[src/rtl/aether_engine_stream_loader.sv]
// Stream loader: collects upstream words into a burst FIFO, then issues one
// memory WRITE task per burst and streams the buffered words to the memory
// stage. Long jobs are split into BurstLen-sized tasks at consecutive addresses.
module aether_engine_stream_loader #(
  parameter int BurstLen = 16  // power of 2, 2..256
) (
  input  logic        clk_i,
  input  logic        rst_i,
  input  logic        start_i,
  input  logic [31:0] base_address_i,
  input  logic [15:0] word_count_i,
  input  logic [15:0] s_data_i,
  input  logic        s_valid_i,
  output logic        s_ready_o,
  output logic [1:0]  mem_command_o,
  output logic [31:0] mem_start_address_o,
  output logic [31:0] mem_end_address_o,
  output logic [15:0] mem_data_write_o,
  input  logic        mem_data_write_ready_i,
  input  logic        mem_task_finished_i,
  input  logic        mem_running_i,
  output logic        busy_o,
  output logic        done_o,
  output logic        underrun_o,
  input  logic        assert_on_i
);

  localparam int PtrW = $clog2(BurstLen);
  localparam int CntW = PtrW + 1;
  localparam logic [15:0]     BurstLen16 = 16'(BurstLen);
  localparam logic [CntW-1:0] FullCount  = CntW'(BurstLen);
  localparam logic [CntW-1:0] OneCount   = CntW'(1);

  typedef enum logic [2:0] {
    S_IDLE,
    S_FILL,
    S_CMD,
    S_STREAM,
    S_WAIT_DONE,
    S_DONE
  } state_t;

  state_t state_reg;

  // Burst buffer
  logic [15:0]     fifo_mem [BurstLen];
  logic [PtrW-1:0] wr_ptr_reg;
  logic [PtrW-1:0] rd_ptr_reg;
  logic [CntW-1:0] fifo_count_reg;

  // Job progress
  logic [31:0] cur_addr_reg;
  logic [15:0] remaining_reg;

  // Registered outputs
  logic        mem_cmd_reg;
  logic [31:0] mem_start_reg;
  logic [31:0] mem_end_reg;
  logic        done_reg;
  logic        underrun_reg;

  // Derived control
  logic [15:0] chunk;
  logic [15:0] fifo_count_ext;
  logic [15:0] remaining_next;
  logic        fifo_empty;
  logic        push;
  logic        pop;
  logic        underrun_evt;

  // Words in the current task: never more than one burst, never more than what is left.
  assign chunk          = (remaining_reg > BurstLen16) ? BurstLen16 : remaining_reg;
  assign fifo_count_ext = {{(16 - CntW){1'b0}}, fifo_count_reg};
  assign remaining_next = remaining_reg - chunk;
  assign fifo_empty     = (fifo_count_reg == '0);

  assign s_ready_o    = (state_reg == S_FILL) && (fifo_count_ext < chunk);
  assign push         = s_valid_i && s_ready_o;
  assign pop          = (state_reg == S_STREAM) && mem_data_write_ready_i && !fifo_empty;
  // A write request the loader cannot serve is an underrun; it never pops.
  assign underrun_evt = mem_data_write_ready_i && ((state_reg != S_STREAM) || fifo_empty);

  // Head is read asynchronously so the memory stage sees the word with no added
  // latency; an empty FIFO presents zero rather than stale storage.
  assign mem_data_write_o    = fifo_empty ? 16'd0 : fifo_mem[rd_ptr_reg];
  assign mem_command_o       = {1'b0, mem_cmd_reg};
  assign mem_start_address_o = mem_start_reg;
  assign mem_end_address_o   = mem_end_reg;
  assign busy_o              = (state_reg != S_IDLE);
  assign done_o              = done_reg;
  assign underrun_o          = underrun_reg;

  // FIFO storage write (storage itself needs no reset; occupancy is tracked separately)
  always_ff @(posedge clk_i) begin
    if (push) begin
      fifo_mem[wr_ptr_reg] <= s_data_i;
    end
  end

  // FIFO pointers and occupancy
  always_ff @(posedge clk_i) begin
    if (rst_i) begin
      wr_ptr_reg     <= '0;
      rd_ptr_reg     <= '0;
      fifo_count_reg <= '0;
    end else begin
      if (push) begin
        wr_ptr_reg <= wr_ptr_reg + 1'b1;
      end
      if (pop) begin
        rd_ptr_reg <= rd_ptr_reg + 1'b1;
      end
      case ({push, pop})
        2'b10:   fifo_count_reg <= fifo_count_reg + 1'b1;
        2'b01:   fifo_count_reg <= fifo_count_reg - 1'b1;
        default: fifo_count_reg <= fifo_count_reg;
      endcase
    end
  end

  // Job sequencing FSM with its registered outputs
  always_ff @(posedge clk_i) begin
    if (rst_i) begin
      state_reg     <= S_IDLE;
      cur_addr_reg  <= '0;
      remaining_reg <= '0;
      mem_cmd_reg   <= 1'b0;
      mem_start_reg <= '0;
      mem_end_reg   <= '0;
      done_reg      <= 1'b0;
      underrun_reg  <= 1'b0;
    end else begin
      mem_cmd_reg <= 1'b0;
      done_reg    <= 1'b0;
      if (underrun_evt) begin
        underrun_reg <= 1'b1;
      end
      case (state_reg)
        S_IDLE: begin
          if (start_i) begin
            cur_addr_reg  <= base_address_i;
            remaining_reg <= word_count_i;
            state_reg     <= (word_count_i == 16'd0) ? S_DONE : S_FILL;
          end
        end
        S_FILL: begin
          // Command is registered here so it is high exactly while in CMD.
          if (fifo_count_ext == chunk) begin
            state_reg     <= S_CMD;
            mem_cmd_reg   <= 1'b1;
            mem_start_reg <= cur_addr_reg;
            mem_end_reg   <= cur_addr_reg + {16'd0, chunk} - 32'd1;
          end
        end
        S_CMD: begin
          state_reg <= S_STREAM;
        end
        S_STREAM: begin
          if (fifo_empty || (pop && (fifo_count_reg == OneCount))) begin
            state_reg <= S_WAIT_DONE;
          end
        end
        S_WAIT_DONE: begin
          if (mem_task_finished_i && !mem_running_i) begin
            cur_addr_reg  <= cur_addr_reg + {16'd0, chunk};
            remaining_reg <= remaining_next;
            state_reg     <= (remaining_next == 16'd0) ? S_DONE : S_FILL;
          end
        end
        S_DONE: begin
          // done_o is registered off DONE, so it pulses on the cycle after it.
          done_reg  <= 1'b1;
          state_reg <= S_IDLE;
        end
        default: begin
          state_reg <= S_IDLE;
        end
      endcase
    end
  end

  // Runtime-gated protocol checks (ignored by synthesis)
  always @(posedge clk_i) begin
    if (!rst_i && assert_on_i) begin
      assert (!underrun_evt)
        else $error("stream loader underrun: write ready with no word available");
      assert (!(push && (fifo_count_reg == FullCount)))
        else $error("stream loader FIFO push while full");
    end
  end

endmodule

[config.mk]
export PLATFORM = sky130hd
export DESIGN_NAME = aether_engine_stream_loader
export DESIGN_NICKNAME = d
export VERILOG_FILES = /design/src/rtl/aether_engine_stream_loader.sv
export SDC_FILE = /design/constraint.sdc
export NUM_CORES = 1
export LEC_CHECK = 0
export CORE_MARGIN = 8
export CORE_UTILIZATION = 25
export CTS_BUF_LIST = sky130_fd_sc_hd__clkbuf_8
export DETAILED_ROUTE_END_ITERATION = 6
export GPL_TIMING_DRIVEN = 0
export HOLD_SLACK_MARGIN = 0.06
export PLACE_DENSITY = 0.4
export SLEW_MARGIN = 20
export SYNTH_ARGS = -nofsm -noshare
export SYNTH_HDL_FRONTEND = slang
export SYNTH_SLANG_ARGS = --single-unit
[constraint.sdc]
create_clock -name clk_i -period 5.9 [get_ports clk_i]
set_input_delay 1.77 -clock clk_i [delete_from_list [all_inputs] [get_ports clk_i]]
set_output_delay 1.77 -clock clk_i [all_outputs]
set_load 0.02 [all_outputs]
==> results of run 1 <==
## per-stage QoR
stage          setup TNS, ps  hold slack (ps)  power (W)
2_1_floorplan              0              441    0.00402
3_3_place_gp          -58000              448    0.00455
3_5_place_dp               0              450    0.00456
4_1_cts                    0              461    0.00721
5_1_grt                    0              477    0.00748
6_report                   0              456    0.00711
## critical path, cell delays in order (launching register included)
cell and delay [ps]:
dfxtp_1 310, clkbuf_1 560, clkbuf_1 820, mux4_2 420, mux4_2 500, and2_1 180, clkdlybuf4s50_1 540
## power by group
part           total [W]  switching [W]  internal [W]
clock            0.00258        0.00125       0.00134
combinational    0.00143       0.000931      0.000500
sequential       0.00310      0.0000870       0.00301
total            0.00711        0.00227       0.00484
## cell families after synthesis
family / share of synthesized area [%]
buffers and inverters: 2.66
AOI/OAI and AO/OA: 11.1
xor gates and xnor gates: 2.40
and+or+nand+nor: 13.0
other: 0.0420
muxes: 10.3
adders and majority gates: 2.35
DFF: 58.1
## synthesized netlist by cell type (all sizes together), types with 14 or more instances
| library cell | n | area [sq um] |
|---|---|---|
| a211oi | 35 | 273 |
| a21oi | 85 | 429 |
| a22oi | 14 | 110 |
| a311oi | 15 | 138 |
| and2 | 28 | 175 |
| buf | 23 | 115 |
| clkbuf | 69 | 259 |
| dfxtp | 135 | 2700 |
| edfxtp | 256 | 7690 |
| ha | 32 | 400 |
| inv | 25 | 93.8 |
| mux4 | 80 | 1800 |
| nand2 | 160 | 601 |
| nand3 | 29 | 158 |
| nor2 | 150 | 563 |
| nor3 | 30 | 150 |
| o211ai | 16 | 125 |
| o21ai | 49 | 245 |
| xnor2 | 24 | 210 |
| xor2 | 25 | 219 |
## final cells by class
type | count | share of cell area (%)
repair buffers | 169 | 7.84
multi-input cells | 963 | 32.0
clock buffers | 81 | 4.97
plain buffers | 91 | 1.77
well taps | 950 | 5.30
flip-flops and latches | 391 | 46.3
inverters | 27 | 0.452
diodes | 2 | 0.0223
clock inverters | 49 | 1.32
## metal layers
metal | vias to the layer above | routed length (um) | global-route usage, %
li1 | 6043 | - | -
met1 | 6521 | 27600 | 19.2
met2 | 384 | 29100 | 24.6
met3 | 87 | 3250 | 3.15
met4 | 0 | 1240 | 4.11
met5 | - | 0 | 0
## worst min path at each step
stage                                      endpoint
4_1_cts          mem_end_address_o[13]$_SDFFE_PP0P_
3_3_place_gp    mem_start_address_o[6]$_SDFFE_PP0P_
5_1_grt        mem_start_address_o[17]$_SDFFE_PP0P_
6_report         mem_end_address_o[13]$_SDFFE_PP0P_
3_5_place_dp    mem_start_address_o[9]$_SDFFE_PP0P_
2_1_floorplan  mem_start_address_o[27]$_SDFFE_PP0P_
==> flow_summary.toml, run 1 <==
[detailed_routing]
drcViolationCount = 0
vias = 13000
drtPass1Iterations = 7
ant_nets = 0
drt_wl_total_mm = 61.2
route.detailed.wl_per_inst_um = 22.5
drt_iter0_drc = 929
drt-vias-per-instance = 4.79

[worst_setup_path]
worstReg2RegEnd = "mem_end_address_o[30]$_SDFFE_PP0P_"
worstPathArrival_ps = 3960
reg2reg_depth = 15
rr_startpoint = "remaining_reg[8]$_SDFFE_PP0P_"
worstSetupEndpointType = "output port"
crit_end = "mem_data_write_o[6]"
r2r_slack_ps = 400
critical_path_class = "register to output port"
required_ps = 4130
crit_path_start_kind = "register"
crit_path_max_fanout = 10

[cells_and_area]
drive_gt1_share_pct = 13.8
largest_reg_flops = 256
finalNonFillerCells = 2723
areaGrowthSynthToFinish_pct = 25.4
fill_cells = 7306
seq_area_sq_mm = 0.0104
postLayoutCoreUtil_pct = 31.5
multi_input_area_sq_mm = 0.00717
top_register = "fifo_mem"
final_common_cell = "edfxtp_1"
layout_common_cells = "edfxtp_1, nand2_1, clkdlybuf4s50_1"
final_area_sq_mm = 0.0224
final_nets = 1823

[yosys]
postSynthAreaPerCell_sq_um = 12.2
synth_ff_type = "edfxtp_1"
synth-seq-cells = 391
async_flop_share_pct = 0
netlist_instances = 1462
synth_edf_count = 256
netlist_area_sq_mm = 0.0179
ys_seq_area_share_pct = 58.1
yosysUniqueCellTypes = 85
yosys_warnings = 0

[die]
core_region_area_sq_mm = 0.0711
io_pins = 158
core.rowCount = 98
chipWidth_um = 283
die_y_um = 283
die_area_sq_mm = 0.0804
start_util_pct = 25.1

[clock_network]
cts_tree = "yes"
cts-root-buf = "clkbuf_8"
ctsHoldBuffers = 0
post_cts_buffers = 0
cts_buffers = 75
h-tree-depth = 3
cts.path.max_buffers = 3
cts_resized = 7
clk_pin_slew_ps = 60
clk_latency_ps = 670
cts_sinks = 391

[hold_path]
min-delay-start = "mem_end_address_o[13]$_SDFFE_PP0P_"
whs_path_depth = 2
hp-class = "register to register"

[global_route]
grt_remaining_overflow = 0
antenna_found_initial = 2
grt_use_total_pct = 14.7
grt_pass1_vias = 13500
grt_pass1_wl_mm = 90.0
grt_max_degree = 17

[sta]
fin_crit_ps = 5730
max_freq_ghz = 0.175
slew_viol_final = 0
finalCritPeriodShare_pct = 97.1
setup_viol = 0
worst_pin_slew_ps = 1010
hold_viol_final = 0
rsz0062_at_grt = "false"
setup_ws_ps = 174
skew_ps = 50.3
relSlewSlack_pct = 32.4

[placement]
place_ws_ps = 450
placed_area_sq_mm = 0.0210
placed_cells = 2592
gp_congestion = 0.850
hpwl_mm = 43.1
numPortBuffers = 155

[power_and_ir_drop]
peakVddDrop_mv = 0.153
power.leakage_nw = 7.45
powerDensity_mw_per_mm2 = 317

[run]
max-cap-violations = 0

[run_status]
status = "finished, final reports clean"
Power figures use the tool's default switching activity.
==> run 2: changes to the inputs <==
- CORE_ASPECT_RATIO: default -> 1.4
- PLACE_DENSITY: 0.4 -> default
- PLACE_DENSITY_LB_ADDON: default -> 0.12
==> run 2 against run 1 <==
Effect of this change:
- combinational power barely moved
- sequential power hardly changed
- final area shrank 0.30%
- count of clock-buffer cells in the layout is 5 lower
- register-to-register slack got worse by 50 ps
- utilization decreased by 0.093 points
- hold slack is essentially flat
- sequential cell count unchanged
- final cell count is 0.51% lower
- clock power down 5%
- worst setup slack improved by 150 ps
==> flow_summary.toml, run 2 (synthesis gave the netlist of run 1 again) <==
[cells_and_area]
areaGrowthSynthToFinish_pct = 25.0
fill_cells = 7282
drive_gt1_share_pct = 13.9
largest_reg_flops = 256
final_nets = 1821
top_register = "fifo_mem"
final_area_sq_mm = 0.0224
final_common_cell = "edfxtp_1"
layout_common_cells = "edfxtp_1, nand2_1, clkdlybuf4s50_1"

[power_and_ir_drop]
peakVddDrop_mv = 0.138
power.leakage_nw = 7.40
powerDensity_mw_per_mm2 = 312

[sta]
finalCritPeriodShare_pct = 94.6
max_freq_ghz = 0.179
relSlewSlack_pct = 32.2
slew_viol_final = 0
skew_ps = 33.8
hold_viol_final = 0
fin_setup_tns_ps = 0
fin_crit_ps = 5580
setup_viol = 0
worst_pin_slew_ps = 1020
rsz0062_at_grt = "false"

[placement]
hpwl_mm = 46.1
placed_area_sq_mm = 0.0210
numPortBuffers = 155
gp_congestion = 0.878

[worst_setup_path]
worstPathArrival_ps = 3810
cp_top_family = "buffers and inverters"
crit_path_max_fanout = 10
path_buf_inv = 3
reg2reg_depth = 15
crit_top_cell = "mux4_2"
worstPathCellList = "clkbuf_1, clkdlybuf4s15_2, mux4_2, mux4_2, and2_1, clkdlybuf4s50_1"
rr_startpoint = "remaining_reg[8]$_SDFFE_PP0P_"
cp.depth = 6
critical_path_class = "register to output port"
crit_path_start_kind = "register"
cpMaxStageDelayCell = "clkdlybuf4s15_2"
max_stage_delay_ps = 600
worstSetupEndpointType = "output port"
required_ps = 4130

[global_route]
antenna_found_initial = 1
grt_use_total_pct = 15.4
grt_pass1_wl_mm = 92.7
grt_remaining_overflow = 0
grt_max_degree = 17
grt_pass1_vias = 13900

[run_status]
status = "finished, final reports clean"

[die]
die_area_sq_mm = 0.0805
start_util_pct = 25.1
core_region_area_sq_mm = 0.0711
die_y_um = 332
core.rowCount = 116
chipWidth_um = 242
io_pins = 158

[clock_network]
cts_buffers = 71
cts_tree = "yes"
cts_sinks = 391
cts.path.max_buffers = 3
clk_latency_ps = 660
cts-root-buf = "clkbuf_8"
clk_pin_slew_ps = 60
h-tree-depth = 3

[detailed_routing]
vias = 12900
ant_nets = 0
drt_wl_total_mm = 62.7
drtPass1Iterations = 5
drt_iter0_drc = 794
drt-vias-per-instance = 4.76
route.detailed.wl_per_inst_um = 23.1
drcViolationCount = 0

[hold_path]
hp-class = "register to register"
whs_path_depth = 2
min-delay-start = "mem_start_address_o[26]$_SDFFE_PP0P_"

[run]
max-cap-violations = 0
==> run 2: cell types whose count changed in the layout (fill, tap and decap cells not counted), moves of 3 or more <==
| cell | delta |
|---|---|
| clkbuf_8 | -5 |
| inv_1 | -8 |
| buf_4 | -3 |
| inv_8 | +3 |
| inv_12 | -5 |
| buf_2 | +3 |
==> run 2: stage by stage <==
step | power (W) | util, % | std cells | setup WS [ps] | hold slack, ps
floorplan | 0.00402 | - | 1473 | 1220 | 441
global placement | 0.00458 | 29.0 | 2572 | -1140 | 451
detailed placement | 0.00459 | 29.6 | 2587 | 295 | 451
CTS | 0.00707 | 31.4 | 2708 | 18.5 | 463
global route | 0.00734 | 31.4 | 2709 | 29.7 | 478
finish | 0.00698 | 31.4 | 2709 | 319 | 456
==> run 2: worst paths after layout <==
check / slack [ps] / to
hold / removal: 460 / mem_start_address_o[26]$_SDFFE_PP0P_
hold reg to reg: 460 / mem_start_address_o[26]$_SDFFE_PP0P_
setup / recovery: 320 / mem_data_write_o[0]
setup reg to reg: 350 / mem_end_address_o[30]$_SDFFE_PP0P_
==> run 2: power breakdown <==
group	switching (W)	internal (W)
Combinational	0.000944	0.000502
Sequential	0.0000884	0.00301
Clock	0.00119	0.00125
Total	0.00222	0.00476
==> run 2: final cells by class <==
class | instances | area [sq um] | share of cell area [%]
Sequential cell | 391 | 10400 | 46.5
Multi-Input combinational cell | 963 | 7180 | 32.1
Timing Repair Buffer | 170 | 1800 | 8.06
Tap cell | 944 | 1180 | 5.28
Clock buffer | 76 | 1050 | 4.68
Buffer | 92 | 395 | 1.77
Clock inverter | 45 | 259 | 1.16
Inverter | 27 | 101 | 0.453
Antenna cell | 1 | 2.50 | 0.0112
==> run 2: timing repair <==
item	in CTS	in global routing
hold buffers	0	0
resized for setup	5	4
setup buffers	0	0
endpoints found under the setup margin	15	3
==> run 2: worst reg2reg max path: stages, from the launching register on <==
cell,delay (ps)
dfxtp_1,380
or3_1,480
nand4b_1,330
a21oi_1,330
nand2_1,150
inv_1,80
ha_1,280
o211ai_1,180
o211ai_1,610
nand3_1,460
a21oi_2,460
nand3_1,140
xor2_1,610
nand4_1,300
or4_1,570
nand3_1,90
==> run 2: layer usage <==
layer | vias to the layer above | wire [um] | global-route usage (%) | part of all wire, %
met1 | 6403 | 23700 | 16.5 | 38
li1 | 6029 | - | - | -
met5 | - | 0 | 0 | 0
met3 | 94 | 2890 | 2.97 | 4.6
met2 | 382 | 33800 | 28.9 | 54
met4 | 0 | 2250 | 6.76 | 3.6
